## src/rtl/seven_segs_scan_if.sv

```systemverilog
`default_nettype none
// +------------------------------------------------------------------+
// | seven_segs_scan_if : value/enable in, digit-drive bus out        |
// | Revision: 1.0                                                    |
// +------------------------------------------------------------------+
interface seven_segs_scan_if #(
  parameter int NUM_DIGITS = 8
);
  logic [4*NUM_DIGITS-1:0] Value;
  logic                    Enable;
  logic [3:0]              Digit;
  logic                    EnableSegs;
  logic [NUM_DIGITS-1:0]   DigitEn;
  logic                    FrameDone;

  modport master (
    output Value,
    output Enable,
    input  Digit,
    input  EnableSegs,
    input  DigitEn,
    input  FrameDone
  );

  modport slave (
    input  Value,
    input  Enable,
    output Digit,
    output EnableSegs,
    output DigitEn,
    output FrameDone
  );
endinterface
`default_nettype wire

```

## src/rtl/seven_segs_scan.sv

```systemverilog
`default_nettype none
// +------------------------------------------------------------------+
// | seven_segs_scan : multiplexed digit scanner with frame snapshot  |
// | Option macro: SEVEN_SEGS_LEADING_ZERO_BLANK_EN    Revision: 1.0  |
// +------------------------------------------------------------------+
module seven_segs_scan #(
  parameter int NUM_DIGITS   = 8,
  parameter int SCAN_DIV     = 50000,
  parameter int BLANK_CYCLES = 16
) (
  input  wire logic        Clk,
  input  wire logic        Rst_n,
  seven_segs_scan_if.slave bus
);

  localparam int VAL_W = 4 * NUM_DIGITS;
  localparam int CNT_W = (SCAN_DIV > 1) ? $clog2(SCAN_DIV) : 1;
  localparam int IDX_W = (NUM_DIGITS > 1) ? $clog2(NUM_DIGITS) : 1;

  localparam logic [CNT_W-1:0] BLANK_LAST = CNT_W'(BLANK_CYCLES - 1);
  localparam logic [CNT_W-1:0] SLOT_LAST  = CNT_W'(SCAN_DIV - 1);
  localparam logic [IDX_W-1:0] IDX_LAST   = IDX_W'(NUM_DIGITS - 1);

  typedef enum logic [1:0] {
    S_IDLE  = 2'd0,
    S_BLANK = 2'd1,
    S_SHOW  = 2'd2
  } state_t;

  state_t             state, state_nxt;
  logic [IDX_W-1:0]   idx, idx_nxt;
  logic [CNT_W-1:0]   cnt, cnt_nxt;
  logic [VAL_W-1:0]   shadow, shadow_nxt;
  logic               frame_done_nxt;

  logic [3:0]            digit_nxt;
  logic                  segs_nxt;
  logic [NUM_DIGITS-1:0] digit_en_nxt;
  logic                  suppress;

  logic [3:0] nib [NUM_DIGITS];

  for (genvar i = 0; i < NUM_DIGITS; i++) begin : g_nib
    assign nib[i] = shadow[4*i +: 4];
  end

`ifdef SEVEN_SEGS_LEADING_ZERO_BLANK_EN
  // A digit is a leading zero when it and every more significant nibble are zero.
  logic [NUM_DIGITS-1:0] upper_zero;

  for (genvar i = 0; i < NUM_DIGITS; i++) begin : g_lz
    assign upper_zero[i] = (shadow[VAL_W-1:4*i] == '0);
  end

  assign suppress = (idx != '0) && upper_zero[idx];
`else
  assign suppress = 1'b0;
`endif

  always_ff @(posedge Clk) begin
    if (!Rst_n) begin
      state  <= S_IDLE;
      idx    <= '0;
      cnt    <= '0;
      shadow <= '0;
    end else begin
      state  <= state_nxt;
      idx    <= idx_nxt;
      cnt    <= cnt_nxt;
      shadow <= shadow_nxt;
    end
  end

  always_comb begin
    state_nxt      = state;
    idx_nxt        = idx;
    cnt_nxt        = cnt;
    shadow_nxt     = shadow;
    frame_done_nxt = 1'b0;

    if (!bus.Enable) begin
      state_nxt = S_IDLE;
      idx_nxt   = '0;
      cnt_nxt   = '0;
    end else begin
      case (state)
        S_IDLE: begin
          shadow_nxt = bus.Value;
          idx_nxt    = '0;
          cnt_nxt    = '0;
          state_nxt  = S_BLANK;
        end
        S_BLANK: begin
          cnt_nxt = cnt + 1'b1;
          if (cnt == BLANK_LAST) begin
            state_nxt = S_SHOW;
          end
        end
        S_SHOW: begin
          if (cnt == SLOT_LAST) begin
            cnt_nxt   = '0;
            state_nxt = S_BLANK;
            if (idx == IDX_LAST) begin
              // Frame boundary: the only point where a new value is captured.
              idx_nxt        = '0;
              shadow_nxt     = bus.Value;
              frame_done_nxt = 1'b1;
            end else begin
              idx_nxt = idx + 1'b1;
            end
          end else begin
            cnt_nxt = cnt + 1'b1;
          end
        end
        default: begin
          state_nxt = S_IDLE;
          idx_nxt   = '0;
          cnt_nxt   = '0;
        end
      endcase
    end
  end

  // Drive levels follow the current state one cycle later; a sampled Enable=0
  // darkens the display at the same edge that returns the FSM to IDLE.
  always_comb begin
    digit_nxt    = 4'h0;
    segs_nxt     = 1'b0;
    digit_en_nxt = '0;
    if (bus.Enable && (state == S_SHOW)) begin
      digit_nxt = nib[idx];
      if (!suppress) begin
        segs_nxt     = 1'b1;
        digit_en_nxt = NUM_DIGITS'(1) << idx;
      end
    end
  end

  always_ff @(posedge Clk) begin
    if (!Rst_n) begin
      bus.Digit      <= 4'h0;
      bus.EnableSegs <= 1'b0;
      bus.DigitEn    <= '0;
      bus.FrameDone  <= 1'b0;
    end else begin
      bus.Digit      <= digit_nxt;
      bus.EnableSegs <= segs_nxt;
      bus.DigitEn    <= digit_en_nxt;
      bus.FrameDone  <= frame_done_nxt;
    end
  end

endmodule
`default_nettype wire

```

## src/flat_wrapper.sv

```systemverilog
// flat-port wrapper written by rule: the top's interface ports become plain ports
module seven_segs_scan_flat 
#(
  parameter int NUM_DIGITS   = 8,
  parameter int SCAN_DIV     = 50000,
  parameter int BLANK_CYCLES = 16
)
  (Clk, Rst_n, bus_Value, bus_Enable, bus_Digit, bus_EnableSegs, bus_DigitEn, bus_FrameDone);
  seven_segs_scan_if #(.NUM_DIGITS(NUM_DIGITS)) bus_i ();
  input  wire logic Clk;
  input  wire logic Rst_n;
  input wire logic [$bits(bus_i.Value)-1:0] bus_Value;
  input wire logic [$bits(bus_i.Enable)-1:0] bus_Enable;
  output wire logic [$bits(bus_i.Digit)-1:0] bus_Digit;
  output wire logic [$bits(bus_i.EnableSegs)-1:0] bus_EnableSegs;
  output wire logic [$bits(bus_i.DigitEn)-1:0] bus_DigitEn;
  output wire logic [$bits(bus_i.FrameDone)-1:0] bus_FrameDone;
  assign bus_i.Value = bus_Value;
  assign bus_i.Enable = bus_Enable;
  assign bus_Digit = bus_i.Digit;
  assign bus_EnableSegs = bus_i.EnableSegs;
  assign bus_DigitEn = bus_i.DigitEn;
  assign bus_FrameDone = bus_i.FrameDone;
  seven_segs_scan #(.NUM_DIGITS(NUM_DIGITS), .SCAN_DIV(SCAN_DIV), .BLANK_CYCLES(BLANK_CYCLES)) u_core (.Clk(Clk), .Rst_n(Rst_n), .bus(bus_i));
endmodule
```

## config.mk

```make
export PLATFORM = sky130hd
export DESIGN_NAME = seven_segs_scan_flat
export DESIGN_NICKNAME = d
export VERILOG_FILES = /design/src/rtl/seven_segs_scan_if.sv /design/src/rtl/seven_segs_scan.sv /design/src/flat_wrapper.sv
export SDC_FILE = /design/constraint.sdc
export NUM_CORES = 1
export LEC_CHECK = 0
export ABC_AREA = 1
export CORE_MARGIN = 2
export CORE_UTILIZATION = 40
export DETAILED_ROUTE_END_ITERATION = 8
export GPL_ROUTABILITY_DRIVEN = 0
export PLACE_DENSITY = 0.65
export REMOVE_ABC_BUFFERS = 1
export SLEW_MARGIN = 40
export SYNTH_ARGS = -nofsm -noshare
export SYNTH_HDL_FRONTEND = slang
export SYNTH_SLANG_ARGS = --single-unit
```

## constraint.sdc

```tcl
create_clock -name Clk -period 1.4 [get_ports Clk]
set_input_delay 0.42 -clock Clk [delete_from_list [all_inputs] [get_ports Clk]]
set_output_delay 0.42 -clock Clk [all_outputs]
set_load 0.01 [all_outputs]
```

Word-level counts from Yosys, hierarchy flattened. Index checks and enable logic that the tools add are counted.

$add $sub $neg: 2. Order comparisons: 1. Equal/unequal tests: 8. Shift-type cells: 1. Multiplexer cells: 16. Bitwise operators: 2. Reductions and logical operators: 9.

Operators with widths (number): $mux W32 (2); $pmux W32 S2 (1); $pmux W16 S2 (1); $add A16 B1 Y16 const B (1); $eq A16 B16 Y1 const B (1); $eq A16 B4 Y1 const B (1); $mux W16 (1); $bmux W4 S3 (1); $mux W4 (2); $reduce_and A2 Y1 (4); $reduce_and A4 Y1 (2); $shl A1 B3 Y8 const A (1); $mux W3 (2); $ne A2 B1 Y1 const B (3); $pmux W2 S3 (1); $pmux W3 S2 (1); $ge A4 B4 Y1 const B (1); $mux W2 (2); $not A3 Y4 (1); $add A3 B1 Y3 const B (1); $eq A3 B3 Y1 const B (1); $eq A2 B1 Y1 const B (1); $eq A2 B2 Y1 const B (1); $logic_not A2 Y1 (1); 4 further kinds (5).

Register bits: 67. Input port bits: 35. Word-level logic and storage cells: 47.

Depth between registers and ports, before layout.
Word-level depth: 4. Gate-level depth with buffers: 10.

Least setup slack after synthesis. OpenSTA, ideal clock, no wires.

Path type: register -> register. Start: reg u_core.state[0]. End: reg u_core.shadow[10]. Setup time: 0.115 ns. Data arrival time: 1.415 ns. Setup slack: -0.130 ns. Stages on the path, launching flop included: 11. Buffers on the path: 2. Period minus slack after synthesis: 1.530 ns. Cells stage by stage: dfxtp_1 > inv_1 > ha_1 > inv_1 > nor2_2 > nor3b_2 > buf_6 > buf_2 > nand3_1 > nand2_1 > nor2_1.

Cells in the longest elaborated chain, start to end: 3.

Ends and longest elaborated chain: start: declaration (RTL line seven_segs_scan.sv:30) `state_t state, state_nxt;`; start signal: assignment (RTL line seven_segs_scan.sv:67) `state <= state_nxt;`; $eq A2 B2 Y1 or $logic_not A2 Y1 (tied branches) (RTL line seven_segs_scan.sv:86) `case (state)`; $ne A2 B1 Y1 (no source line) or $reduce_bool A2 Y1 (tied branches); $reduce_and A4 Y1 (no source line); end signal: assignment (RTL line seven_segs_scan.sv:70) `shadow <= shadow_nxt;`; end: declaration (RTL line seven_segs_scan.sv:33) `logic [VAL_W-1:0] shadow, shadow_nxt;`.

Several ways; a longest one is shown, not always the timed one. A chain may end at the register's enable or synchronous reset.

Worst setup path after layout.
Start: reg u_core.state[0]. End: reg u_core.shadow[30].

Same word-level chain as after synthesis.

==> impl_metrics.env <==
export IMPL_n_antenna_cell=0
export IMPL_endpoint_kind="flop"
export IMPL_grt_busiest_layer="met2"
export IMPL_port_buffers=48
export IMPL_ioPinCount=49
export IMPL_grtUsageMet1_pct=24.8
export IMPL_cpMostUsedCell="buf_6"
export IMPL_worst_slack_ns=-0.217
export IMPL_skew_ns=0.0129
export IMPL_critPathMaxFanout=8
export IMPL_synth_top_area_cell="dfxtp_1"
export IMPL_grt_overflow=0
export IMPL_dp_cells=636
export IMPL_relSlewSlack_pct=80.2
export IMPL_setup_viol=36
export IMPL_max_stage_delay_ns=0.32
export IMPL_syn_area_mm2=0.00329
export IMPL_finalInstanceArea_mm2=0.00506
export IMPL_p_leak_uw=0.00224
export IMPL_status="finished with violations"
export IMPL_layout_min_cycle_time_ns=1.62
export IMPL_maxSlewViolCount=0
export IMPL_die_area_mm2=0.00897
export IMPL_grtUsageMet2_pct=36.4
export IMPL_drive_gt1_share_pct=33.0
export IMPL_cts_root_buf="clkbuf_8"
export IMPL_synth_async_sr_flop_share_pct=0
export IMPL_start_kind="flop"
export IMPL_ys_warn_count=0
export IMPL_dpl_cell_area_mm2=0.00415
export IMPL_synth_seq_cells=67
export IMPL_min_delay_worst_endpoint="u_core.shadow[0]"
export IMPL_ys_seq_area_share_pct=40.7
export IMPL_wl_um=9230
export IMPL_numCtsBuffers=9
export IMPL_initial_core_util_pct=40.7
export IMPL_timing_hold_ws_ns=0.485
export IMPL_cap_viol_max_count=0
export IMPL_fp_dieW_um=94.7
export IMPL_synth_cell_types=26
export IMPL_clk_pin_slew_ns=0.07
export IMPL_drtIter0Drc=156
export IMPL_switching_power_uw=1250
export IMPL_violations="negative setup slack"
export IMPL_synthCells=464
export IMPL_grt_antenna_before_repair=0
export IMPL_min_path_cells=2
export IMPL_crit_chain="inv_2 -> buf_6 -> ha_4 -> nor2_4 -> nor3b_4 -> buf_6 -> buf_12 -> buf_16 -> nand3_2 -> nand2_1 -> nor2_1"
export IMPL_cts_tree="built"
export IMPL_antenna_left=0
export IMPL_synth_flop_cell="dfxtp_1"
export IMPL_netlist_top_cells_count="nor2_1 (87), nand2_1 (73), dfxtp_1 (67)"
export IMPL_rows=33
export IMPL_synth_top_area_share_pct=40.7
export IMPL_regToRegSetupSlack_ns=-0.22
export IMPL_switching_share_pct=27.1
export IMPL_p_total_uw=4630
export IMPL_fillers=690
export IMPL_clockBufferDepth=2
export IMPL_grt_pass1_wl_um=14400
export IMPL_r2r_start="u_core.state[0]"
export IMPL_grt_start_max_net_pins=29
export IMPL_rr_worst_depth=11
export IMPL_die_height_um=94.7
export IMPL_viasPerCell=4.93
export IMPL_hp_start="u_core.shadow[0]"
export IMPL_finalHoldViolCount=0
export IMPL_intPower_uw=3370
export IMPL_fmax_mhz=618
export IMPL_seq_power_share_pct=45.1
export IMPL_core_mm2=0.00809
export IMPL_vdd_drop_max_v=0.000515
export IMPL_first_global_vias=3078
export IMPL_tightest_slew_ns=0.297
export IMPL_crit_slowest_cell="dfxtp_2"
export IMPL_finalSetupTns_ns=-5.29
export IMPL_route_detailed_drc=0
export IMPL_nNetsFinal=605
export IMPL_synth_area_leaders="dfxtp_1 (41%), nor2_1 (9.9%), nand2_1 (8.3%)"
export IMPL_pwr_density_cell_mw_per_mm2=913
export IMPL_rsz0062_at_grt="true"
export IMPL_period_share_pct=116
export IMPL_worstPathRequired_ns=1.66
export IMPL_avgSynthCellArea_um2=7.09
export IMPL_gr_usage_met3_pct=5.03
export IMPL_grt_usage_pct=21.1
export IMPL_synth_most_common_cell="nor2_1"
export IMPL_power_frac_clock_pct=33.8
export IMPL_final_cells=669
export IMPL_arrival_ns=1.87
export IMPL_cts_sinks=67
export IMPL_clock_latency_ns=0.35
export IMPL_hp_class="reg -> reg"
export IMPL_dr_total_vias=3295
export IMPL_syn_to_final_growth_pct=53.9
export IMPL_first_pass_iters=4
export IMPL_crit_type="reg -> reg"
export IMPL_wire_per_inst_um=13.8
export IMPL_ctsHtreeMaxLevel=3
export IMPL_synth_edf_count=0
export IMPL_power_frac_comb_pct=21.1
export IMPL_dp_hpwl_um=5100
export IMPL_r2r_end="u_core.shadow[30]"
-- metal layers --
metal | routed length, µm | share of wire [%]
met4 | 254 | 2.8
met5 | 0 | 0
met1 | 3920 | 42
met3 | 440 | 4.8
met2 | 4620 | 50
-- cell usage in the layout, fill, tap and decap left out, types with 2 or more instances in the layout --
| cell type | count |
|---|---|
| a21oi_1 | 16 |
| a21oi_2 | 19 |
| a21oi_4 | 2 |
| a31oi_1 | 2 |
| buf_12 | 9 |
| buf_16 | 6 |
| buf_4 | 40 |
| buf_6 | 8 |
| clkbuf_8 | 10 |
| clkdlybuf4s50_1 | 34 |
| clkinv_2 | 2 |
| dfxtp_1 | 57 |
| dfxtp_2 | 10 |
| dlygate4sd2_1 | 14 |
| ha_1 | 4 |
| ha_4 | 5 |
| inv_1 | 49 |
| inv_2 | 6 |
| nand2_1 | 64 |
| nand2_2 | 10 |
| nand2_4 | 2 |
| nand2_8 | 2 |
| nand3_1 | 24 |
| nand3_2 | 23 |
| nand3_4 | 3 |
| nor2_1 | 77 |
| nor2_2 | 19 |
| nor2_4 | 5 |
| nor3_1 | 2 |
| o21ai_0 | 16 |
| o22ai_1 | 8 |
| xnor2_1 | 3 |
| xor2_1 | 7 |
| xor2_2 | 2 |
-- cell type report --
type                    count  area, µm²  area share, %
clock buffers              11        141           2.79
clock inverters             3       40.0          0.791
inverters                  55        206           4.08
multi-input cells         317       1990           39.4
flip-flops and latches     67       1350           26.7
well taps                 105        131           2.59
repair buffers            111       1200           23.7
-- worst max-delay path: cells and delay by family (launching register included) --
kind	cells	cell delay, ns
flip-flops	1	0.32
AND/OR/NAND/NOR	5	0.45
adder cells (fa/ha/maj)	1	0.14
buffers and inverters	5	0.61
-- power by group through the flow --
stage	Clock (µW)	Sequential, µW	Combinational, µW
after floorplan	0	2100	351
after global placement	0	2100	606
after detailed placement	0	2110	617
after CTS	1570	2070	915
after global routing	1660	2100	1050
final	1560	2090	975
-- metrics by stage --
| step | utilization (%) | worst slack [ns] |
|---|---|---|
| floorplan | - | -1.90 |
| finish | 62.6 | -0.217 |
| global placement | 51.3 | -0.379 |
| global route | 62.6 | -0.279 |
| CTS | 60.1 | -0.198 |
| detailed placement | 51.3 | -0.386 |
-- worst max-delay path by stage --
stage	to	start
floorplan	u_core.shadow[0]	u_core.idx[0]
global placement	u_core.bus.FrameDone	Rst_n
detailed placement	u_core.shadow[12]	bus_Enable
CTS	u_core.shadow[3]	u_core.idx[0]
global route	u_core.shadow[26]	u_core.state[0]
finish	u_core.shadow[30]	u_core.state[0]
-- flip-flops by register name, summed over array words and instances (netlist names) --
signal	flops
u_core.bus.Digit	4
u_core.bus.DigitEn	8
u_core.bus.EnableSegs	1
u_core.bus.FrameDone	1
u_core.cnt	16
u_core.idx	3
u_core.shadow	32
u_core.state	2
-- repair_timing --
item | in CTS | in global routing
hold buffers | 0 | 0
cloned | 7 | 0
pin swaps | 39 | 38
endpoints found under the hold margin | 0 | 0
gates resized for setup | 76 | 59
setup buffers | 12 | 2
endpoints found under the setup margin | 66 | 60
-- logic make-up after synthesis --
family / Yosys count / synth area share, %
buf+inv: 80 / 11.7
fa+ha+maj: 9 / 3.42
xor+xnor: 12 / 3.19
simple gates: 233 / 31.0
compound gates: 63 / 9.96
flops: 67 / 40.7
(Power assumes the default switching activity.)
